**src/rtl/jk_pkg.sv**
```systemverilog
// jk_pkg: shared encodings for the JK bank driver (op codes, FSM states, attempt width).
package jk_pkg;
    typedef enum logic [1:0] {OP_LOAD, OP_CLEAR, OP_SET, OP_INVERT} op_e;
    typedef enum logic [1:0] {S_IDLE, S_DRIVE, S_CHECK, S_DONE} state_e;
    localparam int ATTEMPT_W = 3;
endpackage

```
**src/rtl/jk_excite.sv**
```systemverilog
// jk_excite: per-bit J/K excitation that moves q toward target; matching bits hold.
// JK_TOGGLE_EXCITE_EN selects toggle excitation (j=k=1) instead of set/reset form.
module jk_excite #(
    parameter int W = 8
) (
    input  logic [W-1:0] i_q,
    input  logic [W-1:0] i_target,
    output logic [W-1:0] o_j,
    output logic [W-1:0] o_k
);
    logic [W-1:0] w_diff;
    assign w_diff = i_q ^ i_target;
`ifdef JK_TOGGLE_EXCITE_EN
    assign o_j = w_diff;
    assign o_k = w_diff;
`else
    assign o_j = w_diff & i_target;
    assign o_k = w_diff & ~i_target;
`endif
endmodule

```
**src/rtl/jk_bank_driver.sv**
```systemverilog
// jk_bank_driver: drives an external JK flip-flop bank to a commanded word, verifies by readback, retries.
// Excitation form is selected by JK_TOGGLE_EXCITE_EN inside jk_excite.
module jk_bank_driver
    import jk_pkg::*;
#(
    parameter int W         = 8,
    parameter int MAX_RETRY = 2
) (
    input  logic                 clk,
    input  logic                 rst_n,
    input  logic                 cmd_valid,
    output logic                 cmd_ready,
    input  logic [1:0]           cmd_op,
    input  logic [W-1:0]         cmd_data,
    input  logic [W-1:0]         q,
    output logic [W-1:0]         j,
    output logic [W-1:0]         k,
    output logic                 bank_en,
    output logic                 done,
    output logic                 error,
    output logic [ATTEMPT_W-1:0] attempts
);
    state_e               r_state, w_next;
    op_e                  w_op;
    logic [W-1:0]         r_target, w_target, w_j, w_k, r_j, r_k;
    logic                 r_bank_en, r_done, r_error, w_accept, w_match, w_retry;
    logic [ATTEMPT_W-1:0] r_attempts;

    assign w_op      = op_e'(cmd_op);
    assign cmd_ready = r_state == S_IDLE;
    assign w_accept  = cmd_valid && cmd_ready;
    assign w_match   = q == r_target;
    assign w_retry   = r_attempts <= ATTEMPT_W'(MAX_RETRY);
    // INVERT captures ~q as seen at the accept edge
    assign w_target  = !w_accept            ? r_target :
                       w_op == OP_LOAD      ? cmd_data :
                       w_op == OP_CLEAR     ? '0       :
                       w_op == OP_SET       ? '1       : ~q;

    jk_excite #(.W(W)) u_excite (
        .i_q      (q),
        .i_target (w_target),
        .o_j      (w_j),
        .o_k      (w_k)
    );

    always_ff @(posedge clk or negedge rst_n) begin
        if (!rst_n) r_state <= S_IDLE;
        else        r_state <= w_next;
    end

    always_comb begin
        w_next = r_state;
        case (r_state)
            S_IDLE:  w_next = w_accept ? S_DRIVE : S_IDLE;
            S_DRIVE: w_next = S_CHECK;
            S_CHECK: w_next = (w_match || !w_retry) ? S_DONE : S_DRIVE;
            default: w_next = S_IDLE;
        endcase
    end

    always_ff @(posedge clk or negedge rst_n) begin
        if (!rst_n) begin
            r_target   <= '0;
            r_j        <= '0;
            r_k        <= '0;
            r_bank_en  <= 1'b0;
            r_done     <= 1'b0;
            r_error    <= 1'b0;
            r_attempts <= '0;
        end else begin
            r_target  <= w_target;
            r_bank_en <= w_next == S_DRIVE;
            r_j       <= (w_next == S_DRIVE) ? w_j : '0;
            r_k       <= (w_next == S_DRIVE) ? w_k : '0;
            r_done    <= w_next == S_DONE;
            if (w_accept) r_attempts <= '0;
            else if (r_state == S_DRIVE && r_attempts != '1) r_attempts <= r_attempts + 1'b1;
            if (w_accept) r_error <= 1'b0;
            else if (r_state == S_CHECK && !w_match && !w_retry) r_error <= 1'b1;
        end
    end

    assign j        = r_j;
    assign k        = r_k;
    assign bank_en  = r_bank_en;
    assign done     = r_done;
    assign error    = r_error;
    assign attempts = r_attempts;
endmodule

```
**config.mk**
```make
export PLATFORM = sky130hd
export DESIGN_NAME = jk_bank_driver
export DESIGN_NICKNAME = d
export VERILOG_FILES = /design/src/rtl/jk_pkg.sv /design/src/rtl/jk_excite.sv /design/src/rtl/jk_bank_driver.sv
export SDC_FILE = /design/constraint.sdc
export NUM_CORES = 1
export LEC_CHECK = 0
export CORE_MARGIN = 2
export CORE_UTILIZATION = 25
export DETAILED_ROUTE_END_ITERATION = 10
export PLACE_DENSITY = 0.55
export SLEW_MARGIN = 0
export SYNTH_ARGS = -nofsm -noshare
export SYNTH_HDL_FRONTEND = slang
export SYNTH_SLANG_ARGS = --single-unit
```
**constraint.sdc**
```tcl
create_clock -name clk -period 1.5 [get_ports clk]
set_input_delay 0.225 -clock clk [delete_from_list [all_inputs] [get_ports clk]]
set_output_delay 0.225 -clock clk [all_outputs]
set_load 0.005 [all_outputs]
```
==> metrics.md <==
| Metric | Value |
|---|---|
| Vias in the first global route | `approximately 1500` |
| Slew @ Worst Pin | `0.360 ns` |
| Antenna violations before repair | `0` |
| VDD IR-drop max | `0.000632 V` |
| Total gr overflow | `0` |
| PD cells | `around 1600 mW/mm²` |
| Port Buffers | `43` |
| Die width | `between 80 and 90 µm` |
| Pwr Total | `between 4 and 5 mW` |
| Clock-pin slew on the worst setup and hold paths | `0.07 ns` |
| # setup viols final | `0` |
| Critical path class | `register to output pin` |
| Detailed Route WL | `4380 µm` |
| Post-synthesis async set-or-reset flop share | `100%` |
| Cells after synthesis | `~160` |
| CP endpoint kind | `output pin` |
| Routed WL per cell | `14.6 µm` |
| FF-to-FF Start | `attempts[0]` |
| Flop and latch count out of synthesis | `32` |
| R2R setup slack | `0.08 ns` |
| Synth area leader | `dfrtp_1` |
| Minimum clock period | `1.44 ns` |
| Placeable Area | `0.00639 mm²` |
| Max Cap Viol | `0` |
| Root buffer cell | `clkbuf_8` |
| CTS max path bufs | `2` |
| Outcome | `complete, no violations` |
| Pre-antenna DRT Iters | `4` |
| CP top delay family | `buffers and inverters` |
| N_diodes | `0` |
| P_int | `approximately 2.6 mW` |
| Sw Share | `between 30% and 40%` |
| P_leak | `1.05 nW` |
| Share of cells above drive strength 1 | `20.6%` |
| Syn Std Cell Area | `around 0.0017 mm²` |
| Std-Cell Rows | `29` |
| Comb power frac | `between 40% and 50%` |
| Setup crit end | `attempts[2]` |
| EDFF count, synth | `0` |
| Placer Congestion | `0.742` |
| RSZ-0062 raised after global routing | `no` |
| DRC | `0` |
| Die area | `0.00730 mm²` |
| # fillers | `632` |
| Startpoint types | `register` |
| Hpwl dp | `3090 µm` |
| Crit Path Max Fanout | `5` |
| Power share of the sequential group | `34.8%` |
| Primary FF master, synth | `dfrtp_1` |
| Worst EP arrival | `approximately 1.2 ns` |
| Reg2reg end | `attempts[2]` |
| Post-route ant nets | `0` |
| Initial DRC Count | `125` |
| Chip Height | `roughly 85 µm` |
| Mean Syn Cell Area | `10.7 µm²` |
| GRT Total Usage | `12.8%` |
| Hold crit path type | `input pin to async pin` |
| Seq/Total Area, Yosys | `48.3%` |
| Synth warn | `0` |
| Initial Utilization | `26.0%` |
| Inst Count DP | `290` |
| Netlist cell types | `29` |
| Number of cells on the critical path | `1` |
| Max Transition Viols Final | `0` |
| Switching Power | `~1.4 mW` |
| Final hold violation count | `0` |
| Largest cells by area after synthesis | `dfrtp_1, a32o_1, nor2_1` |
| CTS H-tree lvls | `2` |
| CP Launch Point | `attempts[2]` |
| CP cell instances | `clkdlybuf4s50_1` |
| Fin nets | `246` |
| Inserted Clock Buffers | `5` |
| CP required | `1.27 ns` |
| CP peak stage delay | `0.51 ns` |
| Layout area overhead | `48.9%` |
| Synth top area share | `roughly half` |
| CP bufs+invs | `1` |
| Most common cell in the netlist | `dfrtp_1` |
| Fin cells | `300` |
| Tcrit/Tclk final | `95.8%` |
| Synthesized Nets | `179` |
| Reg2Reg Depth | `4` |
| Post-synth top cells | `dfrtp_1, nor2_1, nand2_1` |
| Crit path max-delay cell type | `clkdlybuf4s50_1` |
| Largest net degree at the start of global routing | `33` |
| Vias per Instance | `4.93` |
| CTS tree | `built` |
| Setup Skew | `0.00675 ns` |
| Relative slew slack | `76.0%` |
| First-pass GRT wire length | `approximately 7300 µm` |
| FMAX | `~0.70 GHz` |
| Via count | `~1500` |
| Clk_lat worst skew | `0.29 ns` |
| Clk pwr share | `17.4%` |
| # IOs | `44` |
| Clk sinks | `32` |
-- area by class of cell --
type / count / area, µm² / share of cell area [%]
repair buffers: 72 / 698 / 28.3
well taps: 77 / 96.3 / 3.90
multi-input cells: 107 / 767 / 31.0
flip-flops and latches: 32 / 805 / 32.6
clock buffers: 8 / 90.1 / 3.65
inverters: 4 / 15.0 / 0.608
-- stage by stage --
stage	hold slack [ns]	setup slack [ns]	util, %	setup TNS (ns)	instance area [µm²]
2_1_floorplan	-0.0706	0.0122	-	0	1660
3_3_place_gp	0.530	-0.254	36.8	-1.51	2350
3_5_place_dp	0.541	-0.246	36.8	-1.92	2350
4_1_cts	0.313	0.00834	38.5	0	2460
5_1_grt	0.323	0.00409	38.7	0	2470
6_report	0.301	0.0630	38.7	0	2470
-- worst min-delay path by stage --
stage | slack (ns) | depth (start not counted) | startpoint | endpoint
floorplan | -0.07 | 0 | rst_n | attempts[0]
global placement | 0.53 | 1 | error | error
detailed placement | 0.54 | 1 | error | error
CTS | 0.31 | 2 | rst_n | j[0]
global route | 0.32 | 2 | rst_n | j[0]
finish | 0.30 | 2 | rst_n | attempts[2]
-- placed cells by master, fill, tap and decap left out --
cell type and instances:
inv_1 3, a21oi_2 1, dfrtp_1 29, a32o_1 9, and2_1 1, dlygate4sd2_1 3, nor4_2 1, a31o_2 1
dfrtp_2 3, ha_1 3, nor2_8 1, nor2_1 19, mux2_2 1, o31ai_1 9, a21oi_1 8, a31oi_1 1
a221oi_2 1, nand2_1 10, inv_2 1, o21bai_1 1, nand4b_1 8, nor4_1 1, xnor2_1 1, buf_4 24
buf_6 1, a22o_1 4, nor2b_1 9, nand2_4 1, clkbuf_1 2, a21boi_0 1, a221oi_1 7, buf_12 4
clkdlybuf4s50_1 40, xor2_1 8, clkbuf_8 6
-- flip-flops by register name, summed over array words and instances, names as in the netlist --
name      flops
done          1
r_target      8
error         1
r_state       2
bank_en       1
k             8
attempts      3
j             8
-- power by group through the flow --
stage / registers [mW] / logic, mW / clock network, mW
floorplan: 1.38 / 0.997 / 0
global placement: 1.44 / 1.89 / 0
detailed placement: 1.44 / 1.91 / 0
CTS: 1.42 / 1.94 / 0.723
global route: 1.46 / 2.13 / 0.758
finish: 1.42 / 1.94 / 0.705
-- cell families after synthesis --
| family | after synthesis | share of synthesized area (%) |
|---|---|---|
| AOI/OAI and AO/OA | 43 | 20.7 |
| xor gates and xnor gates | 9 | 4.75 |
| adders and majority gates | 3 | 2.26 |
| buffers and inverters | 16 | 6.11 |
| DFF | 32 | 48.3 |
| muxes | 1 | 0.679 |
| and+or+nand+nor | 51 | 17.2 |
-- per-layer routing --
metal	track usage, %	routed length (µm)
met5	0	0
met3	2.82	224
met2	20.6	2120
met1	16.6	1960
met4	5.34	67
-- repair_timing --
action / 4_1_cts / 5_1_grt
gates resized for setup: 6 / 3
buffers inserted: 2 / 0
pin swaps: 0 / 0
hold endpoints to repair: 0 / 0
hold buffers: 0 / 0
endpoints found under the setup margin: 3 / 5
Power figures use the tool's default switching activity.
==> RTL change 1 (config.mk and constraints unchanged) <==
The package constant `ATTEMPT_W` goes from 3 to 5.
--- a/src/rtl/jk_pkg.sv
+++ b/src/rtl/jk_pkg.sv
@@ -3,5 +3,5 @@
     typedef enum logic [1:0] {OP_LOAD, OP_CLEAR, OP_SET, OP_INVERT} op_e;
     typedef enum logic [1:0] {S_IDLE, S_DRIVE, S_CHECK, S_DONE} state_e;
-    localparam int ATTEMPT_W = 3;
+    localparam int ATTEMPT_W = 5;
 endpackage
 
Interface: changed (resized attempts); port bits go from 44 to 46. No check against the original RTL was run, so the function may have changed too.
==> RTL change 1 against the unedited design <==
- the run now ends with setup timing left
- cell area is 17% higher
- area after synthesis is 7.6% higher
- routed wire length is 14% higher
- register-to-register slack worse by 0.32 ns
- setup slack worse by 0.30 ns
- total power is 19% higher
- sequential cell count is 2 higher
- fmax is 17% lower
- core utilization is 3.3 points higher
- clock power is 1% lower
==> RTL change 1: results (changes against the unedited design) <==
The flow ran to the end, but the final reports show violations. The checks that failed: setup timing. Number of instances in the placed design: 333 (+15%).

The cell family contributing the most delay on the critical path is flip-flops. The leading register cell type out of synthesis is dfrtp_1. The critical-path cell with the highest stage delay was dfrtp_2.

The logs give 0 (unchanged) for the count of inserted antenna diode cells and 4 (unchanged) for the number of search-and-repair iterations in the first detailed-routing pass. The buffer depth of the longest clock path is 2 (unchanged). The latest clock arrival within the worst-skew pair is 0.28 ns, and the number of nets in the finished design is 278 (+13%). The setup slack of the critical path after layout came out at -0.238 ns (-0.301 ns). Ranked by instance count, the synthesized netlist is headed by 34 x dfrtp_1, 18 x nor2_1, 14 x nand2_1. The clock-pin transition on the worst setup and hold timing paths was 0.07 ns (about the same). The tools report the number of distinct library cells after synthesis as 33 (+14%). Slew at the pin with the worst max-slew slack: 0.357 ns (-0.00295 ns). The via count of the first global-routing pass is 1534 (+2.2%). The fraction of final layout cells sized beyond drive strength 1 is 31.8% (+11 points).

The tools report the initial DRC count as 68 (-46%). The logs give 191 (+6.7%) for the total nets after synthesis and 1581 (+6.8%) for the total number of vias. The leakage power is 1.27 nW (+22%). The pin count of the biggest net entering global routing is 35 (+6.1%). The via density per instance was 4.50 (-8.7%); the first-pass GRT wire length was 7630 µm (+4.0%). The share of flip-flops with an asynchronous set or reset after synthesis was 100% (unchanged); the sequential-to-total area share from yosys stat was 47.7% (-0.61 points).

The number of port buffers is 45 (+4.7%). For the total routed wirelength, the log shows 5000 µm (+14%). The run gives 12.9% (+0.082 points) as the global-route usage over all layers. The data arrival time at the worst-slack endpoint is 1.91 ns (+0.70 ns).

The mean instance size in the synthesized netlist is 10.7 µm² (-0.12%). The run gives 0.000652 V (+3.1%) as the maximum vdd drop. The class of the tightest hold or removal check was primary input to async pin. The worst setup skew after layout is 0.00681 ns (+0.0000617 ns).

The logs give 3400 µm (+10%) for the final HPWL from detailed placement and 5 (unchanged) for the TritonCTS buffer count. The Yosys warning count is 0 (unchanged), and the cell-internal power is 3.15 mW (+20%). The depth of the CTS H-tree was 2 (unchanged); the largest incremental delay on the critical path was 0.45 ns (-0.06 ns).

By area the synthesized netlist is led by dfrtp_1 48%, a32o_1 4.5%, nand4b_1 4.4%, xor2_1 3.9%, nor2_1 3.8%. The final number of setup-violating endpoints was 24 (+24). The logs give 0 (unchanged) for the number of antenna violations at the first check in global routing and 0 (unchanged) for the number of pins exceeding their max-slew limit in the final report. Clock tree root buffer cell: clkbuf_8. The maximum fanout count along the critical path was 3 (-2); the number of fillers in the final layout was 667 (+5.5%).

Weighted congestion at the end of routability-driven global placement: 0.815 (+10%).
[RTL change 1: cell types whose count changed after synthesis, sizes merged, moves of 2 or more]
cell | unedited run | this run
clkbuf | 3 | 0
dfrtp | 32 | 34
nand2 | 11 | 15
buf | 9 | 11
a22o | 4 | 7
inv | 4 | 6
[RTL change 1: power by group through the flow]
stage	logic, mW	clock network (mW)	registers [mW]
2_1_floorplan	1.11	0	1.48
3_3_place_gp	2.16	0	1.48
3_5_place_dp	2.18	0	1.48
4_1_cts	2.21	0.718	1.47
5_1_grt	2.93	0.769	1.50
6_report	2.69	0.696	1.47
[RTL change 1: worst paths after layout]
check | to | start | depth (start not counted)
worst max-delay path | attempts[3] | attempts[1] | 7
worst min-delay path | bank_en | rst_n | 2
worst max register to register | attempts[3] | attempts[1] | 7
worst min register to register | error | error | 1
max in group asynchronous | attempts[4] | rst_n | 2
min in group clk | error | error | 1
[RTL change 1: metrics by stage]
step                instance area [µm²]  worst slack, ns  hold WS [ns]  utilization [%]  setup TNS, ns
global placement                   2610           -0.254         0.548             38.0          -2.71
finish                             2890           -0.238         0.317             42.0          -3.13
floorplan                          1820           -0.166       -0.0706                -         -0.355
detailed placement                 2610           -0.332         0.531             38.0          -2.98
CTS                                2730           -0.191         0.324             39.8          -1.83
global route                       2890           -0.268         0.341             42.0          -4.39
[RTL change 1: cell families after synthesis]
family,share of synthesized area [%]
simple gates,17.1
xor+xnor,4.42
flops,47.7
compound gates,21.3
mux,1.26
fa+ha+maj,2.10
buf+inv,6.17
[RTL change 1: cell type report]
type | count | area [µm²] | share of cell area [%]
sequential | 34 | 855 | 29.6
inverter | 6 | 22.5 | 0.780
clock inverter | 1 | 5.00 | 0.173
clock buffer | 7 | 86.3 | 2.99
multi-input combinational | 116 | 911 | 31.6
timing repair buffer | 91 | 887 | 30.7
tap | 96 | 120 | 4.16
[RTL change 1: repair_timing]
action,in CTS,in global routing
pin swaps,3,15
hold buffers,0,0
gates resized for setup,12,14
endpoints found under the setup margin,30,28
buffers inserted,3,4
gates cloned,0,3
[RTL change 1: routing by layer]
metal	wire length, µm	part of all wire [%]	global-route usage [%]	up-vias
met3	143	2.9	2.89	9
met2	2430	49	21.1	31
met1	2370	47	17.4	747
li1	-	-	-	794
met5	0	0	0	-
met4	66	1.3	3.31	0
[RTL change 1: worst register-to-register path: stages, from the launching register on]
cell and delay [ns]:
dfrtp_2 0.45, ha_4 0.17, and3_4 0.18, ha_4 0.16
inv_2 0.05, nand4_1 0.12, mux2_4 0.32, a22o_1 0.18
==> RTL change 2 (config.mk and constraints unchanged) <==
Made on the original files. Encoding of `state_e`: now one-hot (4 bits for 4 states).
--- a/src/rtl/jk_pkg.sv
+++ b/src/rtl/jk_pkg.sv
@@ -2,5 +2,5 @@
 package jk_pkg;
     typedef enum logic [1:0] {OP_LOAD, OP_CLEAR, OP_SET, OP_INVERT} op_e;
-    typedef enum logic [1:0] {S_IDLE, S_DRIVE, S_CHECK, S_DONE} state_e;
+    typedef enum logic [3:0] {S_IDLE = 4'b0001, S_DRIVE = 4'b0010, S_CHECK = 4'b0100, S_DONE = 4'b1000} state_e;
     localparam int ATTEMPT_W = 3;
 endpackage
Check against the original RTL: same outputs for any inputs over 10 cycles, from zero or initial values and one cycle with rst_n low; not proved beyond that.
==> RTL change 2 against the unedited design <==
- the run now ends with setup timing left
- via count fell by 2.8%
- clock skew hardly changed
- cell area grew 8.7%
- setup slack lost 0.079 ns
- die area fell by 1.4%
- area after synthesis decreased by 1.4%
- sequential cell count rose by 2
- routed wire length rose by 0.18%
- total power decreased by 6.0%
- sequential share of layout area fell by 0.82 points
- critical endpoint is now error
- largest cell class unchanged
- largest power group unchanged
==> RTL change 2: results (changes against the unedited design) <==
The slew at the pin with the worst max-slew slack was 0.328 ns (-0.0317 ns); the TritonCTS buffer count was 5 (unchanged). The via density per instance was 4.49 (-8.9%). The maximum fanout count along the critical path is 4 (-1), and the number of distinct library cells after synthesis is 30 (+3.4%).

By area the synthesized netlist is led by dfrtp_1 50%, nand2_1 8.7%, a22o_1 5.4%, xor2_1 4.3%, o22ai_1 3.1%. The total of max-cap violations was 0 (unchanged); the buffer depth of the longest clock path was 2 (unchanged). The met3 wirelength from detailed routing is 185 µm (-17%), and the sequential-to-total area share from yosys stat is 52.1% (+3.8 points). The worst hold path belongs to the class primary input to async pin. The final number of setup-violating endpoints was 1 (+1). The cell sitting at the root of the clock tree is a clkbuf_8.

The depth of the CTS H-tree came out at 2 (unchanged). The pin count of the biggest net entering global routing was 35 (+6.1%). The run gives 3000 µm (-2.9%) as the final HPWL from detailed placement. For the global-route usage over all layers, the log shows 12.1% (-0.68 points).

The weighted congestion at the end of routability-driven global placement is 0.784 (+5.7%), and the number of search-and-repair iterations in the first detailed-routing pass is 4 (unchanged). For the post-placement setup slack, the log shows -0.375 ns (-0.128 ns). The checks that failed: setup timing. The setup slack of the critical path after layout came out at -0.0160 ns (-0.0790 ns). The run finished, with violations left. By count the netlist is led by 38 x nand2_1, 33 x dfrtp_1, 10 x a22o_1. The maximum vdd drop came out at 0.000741 V (+17%). The latest clock arrival within the worst-skew pair was 0.29 ns (about the same); the synthesized instance count was 157 (+1.3%). The run gives 1940 µm (-1.4%) as the met1 wire length.

The logs give 1.70 ns (+0.49 ns) for the data arrival time at the worst-slack endpoint and 6870 µm (-6.3%) for the first-pass GRT wire length. For the number of nets in the finished design, the log shows 266 (+8.1%). The worst setup skew after layout came out at 0.00628 ns (-0.000467 ns). For the Yosys warning count, the log shows 0 (unchanged).

The run gives 48 (-62%) as the initial DRC count. Number of instances in the placed design: 304 (+4.8%). The total number of vias is 1438 (-2.8%), and the number of port buffers is 43 (unchanged). The clock-pin transition on the worst setup and hold timing paths is 0.07 ns (about the same).

Met2 wire length: 2190 µm (+3.0%). The number of fillers in the final layout was 617 (-2.4%); the cell-internal power was 2.49 mW (-5.0%). The fraction of final layout cells sized beyond drive strength 1 is 32.9% (+12 points).

The number of antenna violations at the first check in global routing was 0 (unchanged). The count of inserted antenna diode cells was 0 (unchanged). The tools report the leakage power as 1.28 nW (+22%). In this run the worst setup path begins at r_state[0].

The uppermost layer routed is met4. The final routed wire length divided by cell count is 13.7 µm (-6.1%), and the total nets after synthesis is 181 (+1.1%). The share of flip-flops with an asynchronous set or reset after synthesis works out to 100% (unchanged).
RTL change 2: changes by cell type after synthesis, moves of 5 or more:
cell | before | now
a32o_1 | 9 | 0
nand2b_1 | 0 | 6
a21oi_1 | 9 | 1
o22ai_1 | 0 | 8
or3_1 | 0 | 5
nor2_1 | 19 | 1
nor2b_1 | 9 | 0
nand2_1 | 10 | 38
inv_1 | 3 | 9
a221oi_1 | 7 | 0
a22o_1 | 4 | 10
nand4b_1 | 8 | 0
RTL change 2: worst max-delay path, stage by stage, from the launching register on:
cell     delay [ns]
dfstp_2        0.53
nor4b_4        0.27
buf_4          0.19
nand2_4        0.07
buf_6          0.14
a32o_2         0.21
RTL change 2: final cells by class:
class | count | area share, %
Sequential cell | 34 | 31.7
Multi-Input combinational cell | 108 | 31.2
Timing Repair Buffer | 83 | 28.5
Tap cell | 77 | 3.59
Clock buffer | 6 | 3.08
Inverter | 10 | 1.44
Clock inverter | 2 | 0.466
RTL change 2: stage by stage:
stage               TNS (ns)  hold WS (ns)  cell area [µm²]  utilization [%]
finish               -0.0160         0.304             2690             42.3
global route           -1.28         0.333             2690             42.3
CTS                   -0.125         0.313             2520             39.6
detailed placement     -3.45         0.527             2390             37.7
global placement       -3.40         0.527             2390             37.7
floorplan            -0.0598       -0.0706             1650                -
RTL change 2: metal layers:
metal	global-route usage [%]	vias to the layer above
met3	3.31	10
met5	0	-
met4	4.47	0
met2	19.0	34
li1	-	710
met1	16.2	684
RTL change 2: timing repair:
action / in CTS / in global routing
cloned: 0 / 1
pin swaps: 1 / 16
gates resized for setup: 13 / 29
buffers inserted: 1 / 6
setup endpoints to repair: 26 / 29
RTL change 2: path summary, 6_finish.rpt:
path | to | slack [ns] | depth (start not counted)
hold reg to reg | k[6] | 0.53 | 1
min in group clk | j[0] | 0.33 | 3
max in group asynchronous | r_state[0] | 0.94 | 2
setup / recovery | error | -0.02 | 5
setup reg to reg | error | -0.02 | 5
hold / removal | k[7] | 0.30 | 2
RTL change 2: logic make-up after synthesis:
logic type	share of synthesized area, %
simple gates	21.0
flops	52.1
compound gates	14.6
buf+inv	4.97
xor+xnor	4.28
fa+ha+maj	2.30
mux	0.689
RTL change 2: power by group through the flow:
stage | clock network [mW] | logic, mW | registers (mW)
2_1_floorplan | 0 | 0.690 | 1.37
3_3_place_gp | 0 | 1.40 | 1.35
3_5_place_dp | 0 | 1.42 | 1.36
4_1_cts | 0.746 | 1.46 | 1.34
5_1_grt | 0.782 | 1.94 | 1.36
6_report | 0.723 | 1.77 | 1.33
